--- src/rtl/ntt_ct_butterfly.sv ---
// Cooley-Tukey NTT butterfly wrapped around an external fixed-latency Barrett reducer.
// Forms b*w for the reducer, queues a in order, and emits (a+t) mod q / (a-t) mod q.
module ntt_ct_butterfly #(
  parameter int unsigned     PARAM_K   = 32,
  parameter longint unsigned PARAM_MOD = 64'd4294966657,
  parameter int unsigned     MUL_LAT   = 4,
  parameter int unsigned     FIFO_AW   = 5
) (
  input  logic                   clk,
  input  logic                   rst_b,
  input  logic                   din_valid,
  output logic                   din_ready,
  input  logic [PARAM_K-1:0]     din_a,
  input  logic [PARAM_K-1:0]     din_b,
  input  logic [PARAM_K-1:0]     din_w,
  output logic [2*PARAM_K-1:0]   red_din,
  output logic                   red_din_valid,
  input  logic [PARAM_K-1:0]     red_dout,
  input  logic                   red_dout_valid,
  output logic [PARAM_K-1:0]     dout_x,
  output logic [PARAM_K-1:0]     dout_y,
  output logic                   dout_valid,
  input  logic                   err_clr,
  output logic                   ovf_err,
  output logic                   unf_err
);

  localparam int unsigned      DEPTH    = 2 ** FIFO_AW;
  localparam logic [FIFO_AW:0] FULL_CNT = (FIFO_AW + 1)'(DEPTH);
  localparam logic [PARAM_K:0] Q_EXT    = (PARAM_K + 1)'(PARAM_MOD);

  function automatic logic [PARAM_K-1:0] mod_add(input logic [PARAM_K-1:0] a,
                                                 input logic [PARAM_K-1:0] t);
    logic [PARAM_K:0] s;
    s = {1'b0, a} + {1'b0, t};
    if (s >= Q_EXT) s = s - Q_EXT;
    return s[PARAM_K-1:0];
  endfunction

  // Borrow case wraps back into [0,q); the 33-bit result always fits in 32 bits.
  function automatic logic [PARAM_K-1:0] mod_sub(input logic [PARAM_K-1:0] a,
                                                 input logic [PARAM_K-1:0] t);
    logic [PARAM_K:0] d;
    d = {1'b0, a} - {1'b0, t};
    if (a < t) d = d + Q_EXT;
    return d[PARAM_K-1:0];
  endfunction

  logic [PARAM_K-1:0]   mem_q [DEPTH];
  logic [FIFO_AW-1:0]   wr_ptr_q, rd_ptr_q;
  logic [FIFO_AW:0]     cnt_q, cnt_d;
  logic [2*PARAM_K-1:0] prod_q [MUL_LAT];
  logic [MUL_LAT-1:0]   vld_q;
  logic [PARAM_K-1:0]   x_q, y_q;
  logic                 dval_q, ovf_q, unf_q;
  logic                 push, pop, fifo_empty;
  logic [2*PARAM_K-1:0] prod_p0;

  assign din_ready  = (cnt_q != FULL_CNT);
  assign fifo_empty = (cnt_q == '0);
  assign push       = din_valid & din_ready;
  assign pop        = red_dout_valid & ~fifo_empty;
  assign prod_p0    = (2 * PARAM_K)'(din_b) * (2 * PARAM_K)'(din_w);

  always_comb begin
    cnt_d = cnt_q;
    unique case ({push, pop})
      2'b10:   cnt_d = cnt_q + 1'b1;
      2'b01:   cnt_d = cnt_q - 1'b1;
      default: cnt_d = cnt_q;
    endcase
  end

  // Product pipeline: each stage loads only behind a valid, so red_din holds between results.
  always_ff @(posedge clk) begin
    if (!rst_b) begin
      vld_q <= '0;
      for (int i = 0; i < int'(MUL_LAT); i++) prod_q[i] <= '0;
    end else begin
      vld_q[0] <= push;
      if (push) prod_q[0] <= prod_p0;
      for (int i = 1; i < int'(MUL_LAT); i++) begin
        vld_q[i] <= vld_q[i-1];
        if (vld_q[i-1]) prod_q[i] <= prod_q[i-1];
      end
    end
  end

  always_ff @(posedge clk) begin
    if (push) mem_q[wr_ptr_q] <= din_a;
  end

  always_ff @(posedge clk) begin
    if (!rst_b) begin
      wr_ptr_q <= '0;
      rd_ptr_q <= '0;
      cnt_q    <= '0;
    end else begin
      if (push) wr_ptr_q <= wr_ptr_q + 1'b1;
      if (pop)  rd_ptr_q <= rd_ptr_q + 1'b1;
      cnt_q <= cnt_d;
    end
  end

  // Result stage: FIFO head a meets t from the reducer; a new error event beats err_clr.
  always_ff @(posedge clk) begin
    if (!rst_b) begin
      x_q    <= '0;
      y_q    <= '0;
      dval_q <= 1'b0;
      ovf_q  <= 1'b0;
      unf_q  <= 1'b0;
    end else begin
      dval_q <= pop;
      if (pop) begin
        x_q <= mod_add(mem_q[rd_ptr_q], red_dout);
        y_q <= mod_sub(mem_q[rd_ptr_q], red_dout);
      end
      ovf_q <= (din_valid & ~din_ready) | (ovf_q & ~err_clr);
      unf_q <= (red_dout_valid & fifo_empty) | (unf_q & ~err_clr);
    end
  end

  assign red_din       = prod_q[MUL_LAT-1];
  assign red_din_valid = vld_q[MUL_LAT-1];
  assign dout_x        = x_q;
  assign dout_y        = y_q;
  assign dout_valid    = dval_q;
  assign ovf_err       = ovf_q;
  assign unf_err       = unf_q;

endmodule
--- config.mk ---
export PLATFORM = sky130hd
export DESIGN_NAME = ntt_ct_butterfly
export DESIGN_NICKNAME = d
export VERILOG_FILES = /design/src/rtl/ntt_ct_butterfly.sv
export SDC_FILE = /design/constraint.sdc
export NUM_CORES = 2
export LEC_CHECK = 0
export ABC_AREA = 1
export CAP_MARGIN = 20
export CORE_ASPECT_RATIO = 1.25
export CORE_UTILIZATION = 55
export CTS_CLUSTER_DIAMETER = 150
export CTS_CLUSTER_SIZE = 20
export DETAILED_ROUTE_END_ITERATION = 10
export GPL_ROUTABILITY_DRIVEN = 0
export PLACE_DENSITY = 0.86
export SYNTH_ARGS = -nofsm -noshare
export SYNTH_HDL_FRONTEND = slang
export SYNTH_SLANG_ARGS = --single-unit
--- constraint.sdc ---
create_clock -name clk -period 7.7 [get_ports clk]
set_input_delay 0.77 -clock clk [delete_from_list [all_inputs] [get_ports clk]]
set_output_delay 0.77 -clock clk [all_outputs]
set_load 0.02 [all_outputs]
# Word-level counts from Yosys, hierarchy flattened
# Memories as Yosys holds them, arrays and structs flattened. A register that Yosys moved wholly into a read port is not among the register bits.
# Cells that the tools add are included.
# W data, S select, Z words.
[word_totals] register_bits=87 ramBits=1280 in_bits=133 word_cells=65 memories=2
[mem_list] memory="mem_q" depth=32 word_bits=32 read_ports=1 rd_ports_with_merged_regs=1 write_ports=1 line_no="49" source="logic [PARAM_K-1:0] mem_q [DEPTH];"
[mem_list] memory="prod_q" depth=4 word_bits=64 read_ports=4 rd_ports_with_merged_regs=0 write_ports=4 line_no="52" source="logic [2*PARAM_K-1:0] prod_q [MUL_LAT];"
[op_classes] add_sub_neg=8 n_mul=1 order_cmp=2 n_eq_ne=3 muxes=23 bitwise_logic=15 reduce_logical=2
[ops] op="$mux W64" n=4
[ops] op="$mul A32 B32 Y64" n=1
[ops] op="$mux W32" n=2
[ops] op="$add A32 B32 Y33" n=1
[ops] op="$ge A33 B32 Y1 const B" n=1
[ops] op="$add A32 B32 Y32 const B" n=1
[ops] op="$lt A32 B32 Y1" n=1
[ops] op="$sub A32 B32 Y32" n=1
[ops] op="$sub A32 B32 Y32 const B" n=1
[ops] op="$mux W1" n=14
[ops] op="$pmux W6 S2" n=1
[ops] op="$add A5 B1 Y5 const B" n=2
[ops] op="$mux W5" n=2
[ops] op="$add A6 B1 Y6 const B" n=1
[ops] op="$and A1 B1 Y1" n=6
[ops] op="$logic_not A6 Y1" n=1
[ops] op="$ne A6 B6 Y1 const B" n=1
[ops] op="$or A1 B1 Y1" n=6
[ops] op="$sub A6 B1 Y6 const B" n=1
[ops] op="$not A1 Y1" n=3
[ops] op="$eq A2 B1 Y1 const B" n=1
[ops] op="$eq A2 B2 Y1 const B" n=1
[ops] op="$reduce_bool A2 Y1" n=1

# Depth between registers and ports, before layout
[logic_depth] word_depth=6 mapped_depth=36

# Worst setup path after synthesis
# Ideal clock, no wire load.
[synth_timing] kind="in2reg" from="in din_w[6]" to="mem prod_q[0][45] (netlist bit) (data pin)" t_arrival_ns=7.047 required_time_ns=7.553 path_slack_ns=0.506 cell_stages=28 path_cell_list="clkbuf_1 -> nand2_1 -> inv_1 -> fa_1 -> fa_1 -> fa_1 -> inv_1 -> fa_1 -> inv_1 -> fa_1 -> inv_1 -> fa_1 -> inv_1 -> fa_1 -> fa_1 -> ha_1 -> a21oi_1 -> inv_1 -> a21oi_1 -> inv_1 -> o211ai_1 -> nand2_1 -> a21oi_1 -> inv_1 -> a21boi_0 -> o21ai_0 -> or2_2 -> a21oi_1"
[synth_lines] item="start: declaration" line_no="15" source="input logic [PARAM_K-1:0] din_w,"
[synth_lines] item="end: declaration" line_no="52"

==> qor.yml <==
outcome: "finished with violations"
violations: "design-rule violations"
cts_num_sinks: 1372
path_clk_slew_ns: 0.10
drt_iter0_markers: 10907
slew_headroom_pct: 23.0
syn_inst: 9992
cts_buffers: 78
maxCapViolCount: 0
synth.most_common_cell: "inv_1"
fin_crit_ns: 7.62
io_pins: 266
via_count: 75954
root_buffer: "clkbuf_16"
ys_warn_count: 0
reg2reg_slack_ns: 1.09
start_kind: "input port"
synthFlopType: "edfxtp_1"
path_max_fanout: 19
regArea_mm2: 0.0403
synth_fp_nets: 11365
drtAntennaViolNets: 0
ctsHoldBuffers: 0
worstSetupStartpoint: "din_b[15]"
grt_usage_pct: 32.4
drtPass1Iterations: 11
layout-drive-gt1-share_pct: 7.68
route.detailed.drc: 4
htreeDepth: 3
wl_per_cell_um: 22.7
yosys-top-cells-area: "edfxtp_1, fa_1, inv_1"
num-fill-cells: 12179
grt_max_degree: 140
nNetsFinal: 11697
syn_area_mm2: 0.0944
cts_tree: "built"
crit_required_ns: 8.21
ys_seq_elements: 1372
syn_to_final_growth_pct: 11.4
clock_path_buffers: 3
multi_input_area_mm2: 0.0447
netlist.area_leader.share_pct: 40.7
finalMaxSlewViolations: 0
setup_viol: 0
core_mm2: 0.170
grt_pass1_wl_um: 432000
hold_class: "reg -> reg"
antenna_found_initial: 18
fin_worst_skew_ns: 0.0410
yosysSeqAreaShare_pct: 42.7
async_reset_ff_share_pct: 0
synth_edf_count: 1280
endpoint: "prod_q[0][41]"
wl_um: 286000
endpoint_kind: "register"
avgSynthCellArea_um2: 9.45
fmax_mhz: 131
design_area_mm2: 0.105
worstMarginPinSlew_ns: 1.15
port-buffer-count: 265
clock_latency_ns: 0.69
die_x_um: 373
std_cell_rows: 169
crit_arrival_ns: 8.12
fin_crit_sh_pct: 98.9
hold_violations: 0
place_area_mm2: 0.103
dpl.hpwl_um: 198000
crit_type: "in -> reg"
overflow: 0
reg2reg_depth: 24
synth_top_cell_by_area: "edfxtp_1"
ys_top_cells_by_count: "inv_1, nand2_1, edfxtp_1"
r2r-end: "dout_x[21]"
via_per_inst: 6.03
dieArea_mm2: 0.173
synth_cell_types: 57
grt_pass1_vias: 78435
die_h_um: 465
start_util_pct: 55.5
## placed cells by master, fill, tap and decap left out, types with 16 or more instances in the layout
| master | netlist | routed |
|---|---|---|
| inv_1 | 2093 | 2085 |
| nand2_1 | 1717 | 1713 |
| edfxtp_1 | 1280 | 1280 |
| nor2_1 | 1185 | 1144 |
| fa_1 | 899 | 897 |
| o21ai_0 | 662 | 655 |
| buf_4 | 6 | 399 |
| ha_1 | 341 | 340 |
| nand3_1 | 286 | 283 |
| clkdlybuf4s50_1 | 0 | 263 |
| a21oi_1 | 221 | 211 |
| o221ai_1 | 197 | 197 |
| dfxtp_1 | 92 | 87 |
| clkbuf_16 | 0 | 78 |
| buf_12 | 0 | 75 |
| o22ai_1 | 62 | 62 |
| xor2_1 | 48 | 48 |
| a31oi_1 | 47 | 45 |
| or2_2 | 41 | 41 |
| nand4_1 | 40 | 40 |
| nor2_4 | 5 | 37 |
| nor2_2 | 24 | 33 |
| nor3_1 | 33 | 31 |
| inv_2 | 28 | 30 |
| a32oi_1 | 27 | 27 |
| nand2_2 | 23 | 27 |
| clkbuf_1 | 449 | 23 |
| a21oi_2 | 8 | 18 |
| o21ai_1 | 10 | 17 |
| a21o_1 | 16 | 16 |
## through the flow
| step | setup TNS (ns) | setup slack (ns) | cells | utilization [%] | hold WS [ns] |
|---|---|---|---|---|---|
| 2_1_floorplan | 0 | 0.506 | 9992 | - | 0.459 |
| 3_3_place_gp | -11.57 | -0.568 | 12467 | 60.4 | 0.461 |
| 3_5_place_dp | -17.51 | -0.625 | 12467 | 60.4 | 0.472 |
| 4_1_cts | 0 | 0.0588 | 12576 | 61.7 | 0.483 |
| 5_1_grt | -0.286 | -0.0583 | 12581 | 61.9 | 0.512 |
| 6_report | 0 | 0.0848 | 12591 | 61.9 | 0.482 |
## worst min path at each step
stage | from | endpoint | slack [ns] | cells past startpoint
finish | dout_x[1] | dout_x[1] | 0.48 | 2
global route | dout_x[1] | dout_x[1] | 0.51 | 2
CTS | dout_x[1] | dout_x[1] | 0.48 | 2
detailed placement | dout_x[1] | dout_x[1] | 0.47 | 2
global placement | dout_y[1] | dout_y[1] | 0.46 | 2
floorplan | rd_ptr_q[0] | register | 0.46 | 1
## area by class of cell
cell class	count	share of cell area, %
multi-input cells	6003	42.5
flip-flops and latches	1372	38.3
inverters	2125	7.60
repair buffers	744	6.85
well taps	2223	2.64
clock buffers	101	1.94
clock inverters	8	0.165
diodes	15	0.0357
## critical path: stages
cell	delay [ns]
clkdlybuf4s50_1	0.50
buf_12	0.16
buf_4	0.27
nand2_1	0.10
inv_1	0.10
fa_1	0.44
fa_1	0.52
inv_1	0.05
fa_1	0.51
fa_1	0.54
inv_1	0.06
fa_1	0.55
fa_1	0.43
fa_1	0.51
fa_1	0.44
ha_1	0.36
a21oi_2	0.17
buf_4	0.12
nor2_1	0.03
nor2_1	0.09
inv_1	0.07
a21oi_1	0.16
o21ai_0	0.11
a21oi_1	0.22
buf_4	0.18
o21ai_0	0.13
or2_2	0.32
a21oi_1	0.19
## kinds of logic after synthesis
family | after synthesis | synth area share, %
AOI/OAI and AO/OA | 1314 | 8.27
xor gates and xnor gates | 61 | 0.566
adders and majority gates | 1240 | 23.6
buffers and inverters | 2617 | 10.5
DFF | 1372 | 42.7
and+or+nand+nor | 3388 | 14.4
## layer usage
metal | global-route usage (%) | share of wire, % | vias to the layer above
met1 | 37.4 | 31 | 35833
li1 | - | - | 32141
met5 | 0 | 0.042 | -
met3 | 9.48 | 14 | 1767
met4 | 23.0 | 8.2 | 20
met2 | 51.9 | 46 | 6193
## timing repair
action,4_1_cts,5_1_grt
buffers inserted,0,0
resized for setup,0,62
endpoints found under the setup margin,0,34
## flip-flops by register name, summed over array words and instances, names as in the netlist, 4 cells and up, named ones only
| signal | flops |
|---|---|
| mem_q | 1024 |
| prod_q | 256 |
| dout_x | 32 |
| dout_y | 32 |
| cnt_q | 6 |
| rd_ptr_q | 5 |
| wr_ptr_q | 5 |
| vld_q | 4 |
Power is left out: the tool's default activity adds up to more than one toggle a clock period on the data nets, which glitch-free logic cannot reach.
